$ cat src/rtl/bram_fifo_ctrl.sv
// bram_fifo_ctrl: show-ahead FIFO controller driving an external 256x16 SB_RAM40_4K.
// Define FIFO_OVERFLOW_CNT_EN to add the saturating overflow_cnt output.
module bram_fifo_ctrl #(
   parameter int DEPTH_LOG2 = 8,
   parameter int WIDTH      = 16
) (
   input  logic                  clk,
   input  logic                  reset,
   input  logic                  in_valid,
   output logic                  in_ready,
   input  logic [WIDTH-1:0]      in_data,
   output logic                  out_valid,
   input  logic                  out_ready,
   output logic [WIDTH-1:0]      out_data,
   output logic [DEPTH_LOG2-1:0] ram_waddr,
   output logic [WIDTH-1:0]      ram_wdata,
   output logic                  ram_we,
   output logic [DEPTH_LOG2-1:0] ram_raddr,
   output logic                  ram_re,
   input  logic [WIDTH-1:0]      ram_rdata,
`ifdef FIFO_OVERFLOW_CNT_EN
   output logic [7:0]            overflow_cnt,
`endif
   output logic [DEPTH_LOG2:0]   level
);
   logic [DEPTH_LOG2-1:0] wptr, rptr;
   logic [DEPTH_LOG2:0]   count;
   logic                  pending, head_v, skid_v;
   logic [WIDTH-1:0]      head, skid;
   logic                  pop, head_free;
   logic [1:0]            occ;
   // count never exceeds 2^N, so its MSB alone flags a full RAM
   assign in_ready  = ~count[DEPTH_LOG2];
   assign ram_we    = in_valid & in_ready;
   assign ram_waddr = wptr;
   assign ram_wdata = in_data;
   assign ram_raddr = rptr;
   assign out_valid = head_v;
   assign out_data  = head;
   assign level     = count;
   assign pop       = head_v & out_ready;
   assign head_free = ~head_v | pop;
   assign occ       = {1'b0, head_v} + {1'b0, skid_v} + {1'b0, pending} - {1'b0, pop};
   assign ram_re    = (count != '0) & (occ < 2'd2);
   always_ff @(posedge clk or posedge reset) begin
      if (reset) begin
         wptr    <= '0;
         rptr    <= '0;
         count   <= '0;
         pending <= 1'b0;
      end else begin
         if (ram_we) wptr <= wptr + DEPTH_LOG2'(1);
         if (ram_re) rptr <= rptr + DEPTH_LOG2'(1);
         count   <= count + (DEPTH_LOG2+1)'(ram_we) - (DEPTH_LOG2+1)'(ram_re);
         pending <= ram_re;
      end
   end
   // returning RAM word fills head when it frees up this edge, otherwise skid
   always_ff @(posedge clk or posedge reset) begin
      if (reset) begin
         head_v <= 1'b0;
         skid_v <= 1'b0;
         head   <= '0;
         skid   <= '0;
      end else if (head_free) begin
         head_v <= skid_v | pending;
         skid_v <= skid_v & pending;
         if (skid_v) head <= skid;
         else if (pending) head <= ram_rdata;
         if (skid_v & pending) skid <= ram_rdata;
      end else if (pending) begin
         skid   <= ram_rdata;
         skid_v <= 1'b1;
      end
   end
`ifdef FIFO_OVERFLOW_CNT_EN
   always_ff @(posedge clk or posedge reset) begin
      if (reset) overflow_cnt <= '0;
      else if (in_valid & ~in_ready & (overflow_cnt != 8'hFF)) overflow_cnt <= overflow_cnt + 8'd1;
   end
`endif
endmodule

$ cat config.mk
export PLATFORM = sky130hd
export DESIGN_NAME = bram_fifo_ctrl
export DESIGN_NICKNAME = d
export VERILOG_FILES = /design/src/rtl/bram_fifo_ctrl.sv
export SDC_FILE = /design/constraint.sdc
export NUM_CORES = 1
export LEC_CHECK = 0
export BUFFER_PORTS_ARGS = -buffer_cell sky130_fd_sc_hd__buf_4
export CORE_MARGIN = 5
export CORE_UTILIZATION = 47
export CTS_BUF_LIST = sky130_fd_sc_hd__clkbuf_8
export CTS_CLUSTER_DIAMETER = 100
export DETAILED_ROUTE_END_ITERATION = 16
export GPL_TIMING_DRIVEN = 0
export PLACE_DENSITY = 0.74
export SYNTH_ARGS = -nofsm -noshare
export SYNTH_HDL_FRONTEND = slang
export SYNTH_SLANG_ARGS = --single-unit
$ cat constraint.sdc
create_clock -name clk -period 3.4 [get_ports clk]
set_input_delay 0.17 -clock clk [delete_from_list [all_inputs] [get_ports clk]]
set_output_delay 0.17 -clock clk [all_outputs]
set_load 0.05 [all_outputs]
==> summary.txt, run 1 <==
Min path
  – Tightest Hold Check Type: input port to flop
  – Worst Hold Path Cells: 2
  – Hold path start: ram_rdata[4]
  – Hold EP: skid[4]

Timing
  – Final period utilization: between 90% and 100%
  – Slew at the pin with the worst max-slew slack: approximately 0.45 ns
  – Slew HR: 69.77%
  – Final Critical Period: approximately 3.2 ns
  – Slew Limit Fails: 0
  – Final Setup Violations: 0
  – Clock Skew: ~0.0094 ns
  – Final Hold Vio Count: 0
  – RSZ-0062 raised after global routing: false
  – Max Fclk: approximately 310 MHz
  – Min Hold Slack: 0.08284 ns

Routing
  – Routed Antenna Nets: 0
  – DRT Pass-1 Iters: 4
  – Final WL: approximately 6.4 mm
  – Routed WL per cell: 14.79 um
  – Initial DRC count: 60
  – DR vias/cell: around 5
  – Metal-1 WL: 2.744 mm
  – Routed vias: about 2200
  – Met3 WL: ~370 um
  – Drt drc: 0
  – Top sig layer: met4
  – DR WL met2: approximately 3.2 mm

Logic synthesis
  – Ys flop type: dfrtp_1
  – Yosys top cell by area: dfrtp_1
  – Avg Inst Size Synth: roughly 12 um2
  – Fraction of registers with async set/reset: 100.0%
  – Post-synth top area share: around half
  – Cell variety after synth: 34
  – Register bit total from synthesis: 60
  – Most numerous cell in the Yosys netlist: dfrtp_1
  – Netlist Area Pre-Place: about 3000 um2
  – Synth Instances: between 200 and 300
  – Synth area leaders: dfrtp_1 (50%), mux2_2 (6.8%), ha_1 (6.7%)
  – Post-synthesis sequential area ratio: approximately half
  – Post-synth EDFFs: 0
  – Post-synth top cells: dfrtp_1 (60), nor2_1 (24), a21oi_1 (19), inv_1 (19)
  – Warnings from Yosys: 0
  – Syn nets: 310

Critical path
  – Crit start category: flop
  – Worst Path Required: between 3 and 4 ns
  – RR Endpoint: level[8]
  – Crit. End Element: flop
  – WP data arrival: 3.47 ns
  – Reg2reg setup slack: around 0.19 ns
  – Crit Path Category: flop to flop
  – R2R depth: 17
  – R2r startpoint: out_valid
  – Crit. Startpoint: out_valid
  – Crit-path max FO: 4

Clock tree
  – Reg clk slew, reported paths: 0.07 ns
  – Clk sink count: 60
  – CTS H-Tree Depth: 3
  – CTS max path bufs: 2
  – Worst skew pair latency: roughly 0.33 ns
  – CTS Root Cell: clkbuf_8
  – CTS tree: built
  – Resize count post-CTS: 0
  – Num CTS Buffers: 9

Placement
  – Number of buffers added on ports: 80
  – Routability cong.: between 0.7 and 0.8
  – Detail Placement HPWL: between 4 and 5 mm

Floorplan
  – Io pins: 97
  – Die Wd: ~90 um
  – Die area: 8078 um2
  – Initial core utilization: roughly 48%
  – CORE AREA: between 6000 and 7000 um2
  – # rows: 29
  – Chip height: between 80 and 90 um

Job
  – Max Cap Viol: 0

Global route
  – Total track usage: 16.24%
  – Vias in the first global route: 2294
  – Initial antenna violation count: 0
  – Largest net degree at the start of global routing: 43
  – First-pass GRT wire length: roughly 11 mm
  – Total gr overflow: 0

Final layout
  – Antenna Cells: 0
  – Final #Nets: 404
  – Layout area overhead: 31.71%
  – Layout cells sized above 1: ~43%

Status
  – Status: complete, no violations
cells by family after synthesis:
family	after synthesis	share of synthesized area [%]
compound gates	28	6.675
xor+xnor	22	6.425
fa+ha+maj	17	7.342
buf+inv	42	7.718
flops	60	50.06
mux	34	12.10
simple gates	54	9.679
worst max-delay path, cell delays in order, from the launching register on:
cell and delay (ns):
dfrtp_2 0.43, and2_1 0.14, ha_1 0.26, inv_1 0.04, ha_1 0.27, a21oi_2 0.16
xnor2_2 0.15, a31oi_4 0.05, ha_1 0.27, inv_1 0.04, ha_2 0.17, inv_2 0.05
fa_2 0.20, inv_2 0.04, a21oi_2 0.15, o221ai_2 0.14, or4_1 0.48, nand4_1 0.09
repair_timing:
item / in CTS / in global routing
buffers inserted: 0 / 1
hold endpoints to repair: 18 / 0
hold buffers: 1 / 0
endpoints found under the setup margin: 0 / 2
routing by layer:
metal,track usage (%),vias to the layer above
met5,0,-
met4,3.598,0
met3,6.761,6
met2,27.62,59
met1,19.20,1051
li1,-,1044
worst max-delay path by stage:
stage | to | cells after the start
floorplan | level[8] | 17
global placement | level[8] | 17
detailed placement | level[8] | 17
CTS | level[8] | 17
global route | level[8] | 17
finish | level[8] | 17
cell type report:
class | instances | area, um2
Inverter | 19 | 71.32
Fill cell | 536 | 2327
Timing Repair Buffer | 83 | 638.1
Clock buffer | 11 | 151.4
Buffer | 23 | 160.2
Clock inverter | 5 | 51.30
Tap cell | 77 | 96.34
Multi-Input combinational cell | 155 | 1279
Sequential cell | 60 | 1503
through the flow:
step | instance area, um2 | worst slack [ns] | TNS (ns) | utilization (%) | cells
final | 3950 | 0.1926 | 0 | 62.93 | 433
after global routing | 3950 | 0.01915 | 0 | 62.93 | 433
after CTS | 3943 | 0.05170 | 0 | 62.81 | 432
after detailed placement | 3730 | 0.05076 | 0 | 59.42 | 415
after global placement | 3710 | 0.07126 | 0 | 59.10 | 414
after floorplan | 3013 | -0.1512 | -0.2398 | - | 257
state kept, by name, summed over array words and instances, names as in the netlist:
register and flops:
ram_waddr 8, skid 16, ram_raddr 8, pending 1, skid_v 1, out_valid 1, level 9, out_data 16
cells in the final DEF, fill, tap and decap left out, drive strengths merged, types with 2 or more instances in the layout:
| cell type | Yosys | layout |
|---|---|---|
| nand2b | 2 | 2 |
| nand2 | 4 | 4 |
| xnor2 | 16 | 16 |
| mux2 | 18 | 18 |
| a21o | 2 | 2 |
| buf | 23 | 105 |
| clkinv | 0 | 2 |
| inv | 19 | 20 |
| xor2 | 6 | 6 |
| a21oi | 21 | 21 |
| and4 | 3 | 3 |
| nand4 | 7 | 7 |
| and3 | 2 | 2 |
| nand3 | 3 | 3 |
| nor2b | 3 | 3 |
| nor2 | 24 | 24 |
| mux2i | 16 | 16 |
| ha | 16 | 16 |
| clkbuf | 0 | 11 |
| o21ai | 2 | 2 |
| and2b | 2 | 2 |
| dfrtp | 60 | 60 |
Power of run 1 is left out: the tool's default activity adds up to more than one toggle a clock period on the data nets, which glitch-free logic cannot reach.
==> run 2, diff against run 1 <==
--- a/config.mk
+++ b/config.mk
@@ -7,12 +7,12 @@
 export LEC_CHECK = 0
 export BUFFER_PORTS_ARGS = -buffer_cell sky130_fd_sc_hd__buf_4
 export CORE_MARGIN = 5
-export CORE_UTILIZATION = 47
+export CORE_UTILIZATION = 57
 export CTS_BUF_LIST = sky130_fd_sc_hd__clkbuf_8
 export CTS_CLUSTER_DIAMETER = 100
 export DETAILED_ROUTE_END_ITERATION = 16
 export GPL_TIMING_DRIVEN = 0
-export PLACE_DENSITY = 0.74
+export PLACE_DENSITY = 0.84
 export SYNTH_ARGS = -nofsm -noshare
 export SYNTH_HDL_FRONTEND = slang
 export SYNTH_SLANG_ARGS = --single-unit
==> constraint.sdc (replaced) <==
create_clock -name clk -period 3.75 [get_ports clk]
set_input_delay 0.1875 -clock clk [delete_from_list [all_inputs] [get_ports clk]]
set_output_delay 0.1875 -clock clk [all_outputs]
set_load 0.05 [all_outputs]
==> summary.txt, run 2 (synthesized netlist as in run 1, its figures left out) <==
Routing
  – DR vias/cell: 5.127 (+2.8%)
  – Drt drc: 0 (unchanged)
  – Initial DRC count: 114 (+90%)
  – Routed WL per cell: 14.98 um (+1.3%)
  – Routed vias: 2179 (+0.88%)
  – Final WL: 6.368 mm (-0.58%)
  – DRT Pass-1 Iters: 4 (unchanged)
  – Routed Antenna Nets: 0 (unchanged)

Final layout
  – Area of the multi-input gates: 1266 um2 (-0.98%)
  – Layout cells sized above 1: 41.41% (-1.8 points)
  – Layout area overhead: 30.71%
  – Commonest non-fill, non-tap cell in the layout: buf_4
  – Design Area, Final: 3920 um2 (-0.76%)
  – Antenna Cells: 0 (unchanged)
  – Register area: 1501 um2 (about the same)
  – Final #Nets: 403 (-0.25%)
  – Fillers: 366 (-32%)
  – Most frequent cells in the layout: buf_4 (98), dfrtp_1 (60), nor2_1 (24), a21oi_1 (19), inv_1 (19)
  – Finished Layout Cells: 425 (-1.8%)

Timing
  – Clock Skew: 0.008812 ns (-0.0005989 ns)
  – Final Setup Violations: 0 (unchanged)
  – Slew at the pin with the worst max-slew slack: 0.5298 ns (+0.07712 ns)
  – Final Hold Vio Count: 0 (unchanged)
  – RSZ-0062 raised after global routing: false
  – Fin Setup TNS: 0 ns (unchanged)
  – Final period utilization: 92.38% (-2.0 points)
  – Slew Limit Fails: 0 (unchanged)
  – Max Fclk: 288.7 MHz (-7.4%)
  – Final Critical Period: 3.464 ns (+0.2567 ns)
  – Slew HR: 64.63% (-5.1 points)

Critical path
  – Crit-path max FO: 11 (+7)
  – CP Cell Sequence: and2_1 -> ha_1 -> inv_1 -> ha_1 -> a21oi_2 -> xnor2_1 -> a31oi_4 -> ha_1 -> inv_1 -> ha_1 -> inv_1 -> fa_1 -> inv_1 -> a21oi_2 -> o221ai_2 -> or4_1 -> nand4_1
  – Crit start category: flop
  – Worst Path Required: 4.01 ns (+0.35 ns)
  – Worst path max stage delay: 0.49 ns (about the same)
  – Crit Path Category: flop to flop
  – Slowest CP cell: or4_1
  – Crit. End Element: flop
  – R2R depth: 17 (unchanged)
  – WP data arrival: 3.72 ns (+0.25 ns)

Placement
  – Number of buffers added on ports: 80 (unchanged)
  – Placed Instances: 408 (-1.7%)
  – Placed cell areas: 3707 um2 (-0.60%)
  – Detail Placement HPWL: 4.751 mm (-1.1%)
  – Routability cong.: 0.8508 (+8.3%)

Job
  – Max Cap Viol: 0 (unchanged)

Clock tree
  – Clk sink count: 60 (unchanged)
  – CTS tree: built
  – Resize count post-CTS: 0 (unchanged)
  – # Post-CTS Setup Buffers: 0 (unchanged)
  – Reg clk slew, reported paths: 0.07 ns (about the same)
  – CTS H-Tree Depth: 3 (unchanged)
  – CTS hold repair buffers: 1 (unchanged)
  – Worst skew pair latency: 0.33 ns (about the same)
  – CTS max path bufs: 2 (unchanged)
  – CTS Root Cell: clkbuf_8
  – Num CTS Buffers: 9 (unchanged)

Floorplan
  – Die Wd: 82.54 um (-8.2%)
  – Initial core utilization: 58.72% (+11 points)
  – # rows: 26 (-10%)
  – CORE AREA: 5107 um2 (-19%)
  – Die area: 6812 um2 (-16%)
  – Chip height: 82.54 um (-8.2%)
  – Io pins: 97 (unchanged)

Min path
  – Tightest Hold Check Type: input port to flop
  – Worst Hold Path Cells: 2 (unchanged)

Global route
  – Total track usage: 20.29% (+4.0 points)
  – Vias in the first global route: 2254 (-1.7%)
  – Largest net degree at the start of global routing: 39 (-9.3%)
  – First-pass GRT wire length: 10.46 mm (-4.5%)
  – Initial antenna violation count: 0 (unchanged)
  – Total gr overflow: 0 (unchanged)

Status
  – Status: complete, no violations
[run 2: per-layer routing]
metal	share of wire, %	GRT usage (%)	vias to the layer above	routed length (um)
met5	0	0	-	0
met3	6.3	5.423	12	404
met2	52	34.38	59	3282
li1	-	-	1047	-
met1	41	24.82	1061	2587
met4	1.5	7.516	0	94
[run 2: worst max-delay path, delay by kind of cell (launching register included)]
family / cells / cell delay (ns)
adder cells (fa/ha/maj): 5 / 1.12
XOR/XNOR: 1 / 0.11
AO/OA/AOI/OAI: 4 / 0.78
AND/OR/NAND/NOR: 3 / 0.77
flip-flops: 1 / 0.41
buffers and inverters: 4 / 0.21
[run 2: cell type report]
type	instances	share of cell area, %
sequential	60	38.30
buffer	23	4.086
tap	70	2.234
clock buffer	11	3.862
multi-input combinational	155	32.30
clock inverter	5	1.309
inverter	19	1.819
timing repair buffer	82	16.09
[run 2: final timing paths]
kind / from / endpoint / slack, ns
min in group asynchronous: reset / level[4] / 0.46
max in group asynchronous: reset / level[1] / 2.71
worst min-delay path: ram_rdata[3] / skid[3] / 0.1
worst min register to register: ram_raddr[7] / ram_raddr[7] / 0.48
worst max register to register: out_valid / level[8] / 0.29
worst max-delay path: out_valid / level[8] / 0.29
[run 2: per-stage QoR]
| stage | hold WS [ns] | util (%) | setup slack, ns |
|---|---|---|---|
| after global placement | 0.4313 | 72.20 | 0.3773 |
| after floorplan | 0.3379 | - | 0.02421 |
| after CTS | 0.09363 | 76.75 | 0.2932 |
| after global routing | 0.08879 | 76.75 | 0.09533 |
| final | 0.09636 | 76.75 | 0.2859 |
| after detailed placement | 0.2723 | 72.59 | 0.3125 |
Power of run 2 is left out for the same reason.
==> run 3, diff against run 2 <==
--- a/config.mk
+++ b/config.mk
@@ -7,12 +7,12 @@
 export LEC_CHECK = 0
 export BUFFER_PORTS_ARGS = -buffer_cell sky130_fd_sc_hd__buf_4
 export CORE_MARGIN = 5
-export CORE_UTILIZATION = 57
+export CORE_UTILIZATION = 30
 export CTS_BUF_LIST = sky130_fd_sc_hd__clkbuf_8
 export CTS_CLUSTER_DIAMETER = 100
 export DETAILED_ROUTE_END_ITERATION = 16
 export GPL_TIMING_DRIVEN = 0
-export PLACE_DENSITY = 0.84
+export PLACE_DENSITY = 0.48
 export SYNTH_ARGS = -nofsm -noshare
 export SYNTH_HDL_FRONTEND = slang
 export SYNTH_SLANG_ARGS = --single-unit
==> summary.txt, run 3 (synthesized netlist as in run 1, its figures left out) <==
Floorplan
  – Chip height: 110.0 um (+33%)
  – # rows: 36 (+38%)
  – Die Wd: 110.0 um (+33%)
  – CORE AREA: 9774 um2 (+91%)
  – Io pins: 97 (unchanged)
  – Initial core utilization: 30.68% (-28 points)
  – Die area: 12100 um2 (+78%)

Clock tree
  – Worst skew pair latency: 0.34 ns (about the same)
  – # Post-CTS Setup Buffers: 0 (unchanged)
  – CTS tree: built
  – CTS Root Cell: clkbuf_8
  – CTS H-Tree Depth: 3 (unchanged)
  – Resize count post-CTS: 0 (unchanged)
  – CTS hold repair buffers: 1 (unchanged)
  – Reg clk slew, reported paths: 0.08 ns (about the same)
  – Clk sink count: 60 (unchanged)
  – CTS max path bufs: 2 (unchanged)
  – Num CTS Buffers: 9 (unchanged)

Timing
  – Slew Limit Fails: 0 (unchanged)
  – Final Setup Violations: 0 (unchanged)
  – Final Hold Vio Count: 0 (unchanged)
  – Slew at the pin with the worst max-slew slack: 0.6116 ns (+0.08173 ns)
  – Clock Skew: 0.01278 ns (+0.003966 ns)
  – Fin Setup TNS: 0 ns (unchanged)
  – Final Critical Period: 3.499 ns (+0.03455 ns)
  – Slew HR: 59.17% (-5.5 points)
  – Final period utilization: 93.30% (+0.92 points)
  – RSZ-0062 raised after global routing: false
  – Max Fclk: 285.8 MHz (-0.99%)

Min path
  – Tightest Hold Check Type: input port to flop
  – Worst Hold Path Cells: 2 (unchanged)
  – Hold EP: skid[4]
  – Hold path start: ram_rdata[4]

Critical path
  – Reg2reg setup slack: 0.25 ns (-0.03 ns)
  – Crit. End Element: flop
  – CP Cell Sequence: and2_1 -> ha_1 -> inv_1 -> ha_1 -> a21oi_2 -> xnor2_1 -> a31oi_4 -> ha_1 -> inv_1 -> ha_1 -> inv_1 -> fa_1 -> inv_1 -> a21oi_2 -> o221ai_2 -> or4_1 -> nand4_1
  – Worst Path Required: 4.02 ns (about the same)
  – RR Endpoint: level[8]
  – Crit Path Category: flop to flop
  – R2r startpoint: out_valid
  – Crit-path max FO: 11 (unchanged)
  – R2R depth: 17 (unchanged)
  – WP data arrival: 3.76 ns (+0.04 ns)
  – Crit. Startpoint: out_valid
  – Crit start category: flop
  – Worst path max stage delay: 0.48 ns (about the same)
  – Slowest CP cell: or4_1

Routing
  – Initial DRC count: 34 (-70%)
  – DRT Pass-1 Iters: 4 (unchanged)
  – DR vias/cell: 4.291 (-16%)
  – Routed WL per cell: 13.96 um (-6.8%)
  – Routed Antenna Nets: 0 (unchanged)
  – Drt drc: 0 (unchanged)
  – Final WL: 6.813 mm (+7.0%)
  – Routed vias: 2094 (-3.9%)

Status
  – Status: complete, no violations

Placement
  – Number of buffers added on ports: 80 (unchanged)
  – Routability cong.: 0.7792 (-8.4%)
  – Detail Placement HPWL: 4.972 mm (+4.7%)

Global route
  – Total gr overflow: 0 (unchanged)
  – Largest net degree at the start of global routing: 35 (-10%)
  – Vias in the first global route: 2201 (-2.4%)
  – Total track usage: 11.39% (-8.9 points)
  – Initial antenna violation count: 0 (unchanged)
  – First-pass GRT wire length: 10.62 mm (+1.5%)

Final layout
  – Layout cells sized above 1: 41.69% (+0.28 points)
  – Register area: 1501 um2 (unchanged)
  – Antenna Cells: 0 (unchanged)
  – Most frequent cells in the layout: buf_4 (98), dfrtp_1 (60), nor2_1 (24), a21oi_1 (19)
  – Final #Nets: 403 (unchanged)
  – Commonest non-fill, non-tap cell in the layout: buf_4
  – Layout area overhead: 33.25%
  – Fillers: 972 (+170%)
  – Area of the multi-input gates: 1266 um2 (unchanged)

Job
  – Max Cap Viol: 0 (unchanged)
[run 3: per-layer routing]
layer  routed length, um  track usage [%]
met1                3107            14.27
met2                3143            18.15
met3                 500            4.019
met4                  63            4.007
met5                   0                0
[run 3: how the worst max path moves through the flow]
stage | end | slack (ns)
after global placement | level[8] | 0.28
after CTS | level[8] | 0.21
after floorplan | level[8] | 0.02
after detailed placement | level[8] | 0.24
after global routing | level[8] | 0.05
final | level[8] | 0.25
[run 3: critical path, delay by kind of cell (launching register included)]
family,cells,cell delay [ns]
buf+inv,4,0.22
flops,1,0.42
compound gates,4,0.78
fa+ha+maj,5,1.12
xor+xnor,1,0.12
simple gates,3,0.75
[run 3: through the flow]
stage                     setup WS [ns]  hold WS (ns)  instances  instance area [um2]  utilization, %
after floorplan                 0.02421        0.3379        257                 2999               -
after global placement           0.2756        0.4328        470                 3766           38.53
after detailed placement         0.2446        0.3285        471                 3786           38.74
after CTS                        0.2052       0.06125        488                 3996           40.89
after global routing            0.04944       0.06927        488                 3996           40.89
final                            0.2513       0.08484        488                 3996           40.89
[run 3: cell type report]
class                      instances  area share [%]
sequential                        60           37.57
multi-input combinational        155           31.68
timing repair buffer              82           15.78
tap                              133           4.164
buffer                            23           4.008
clock buffer                       9           3.100
clock inverter                     7           1.910
inverter                          19           1.785
Power of run 3 is left out for the same reason.
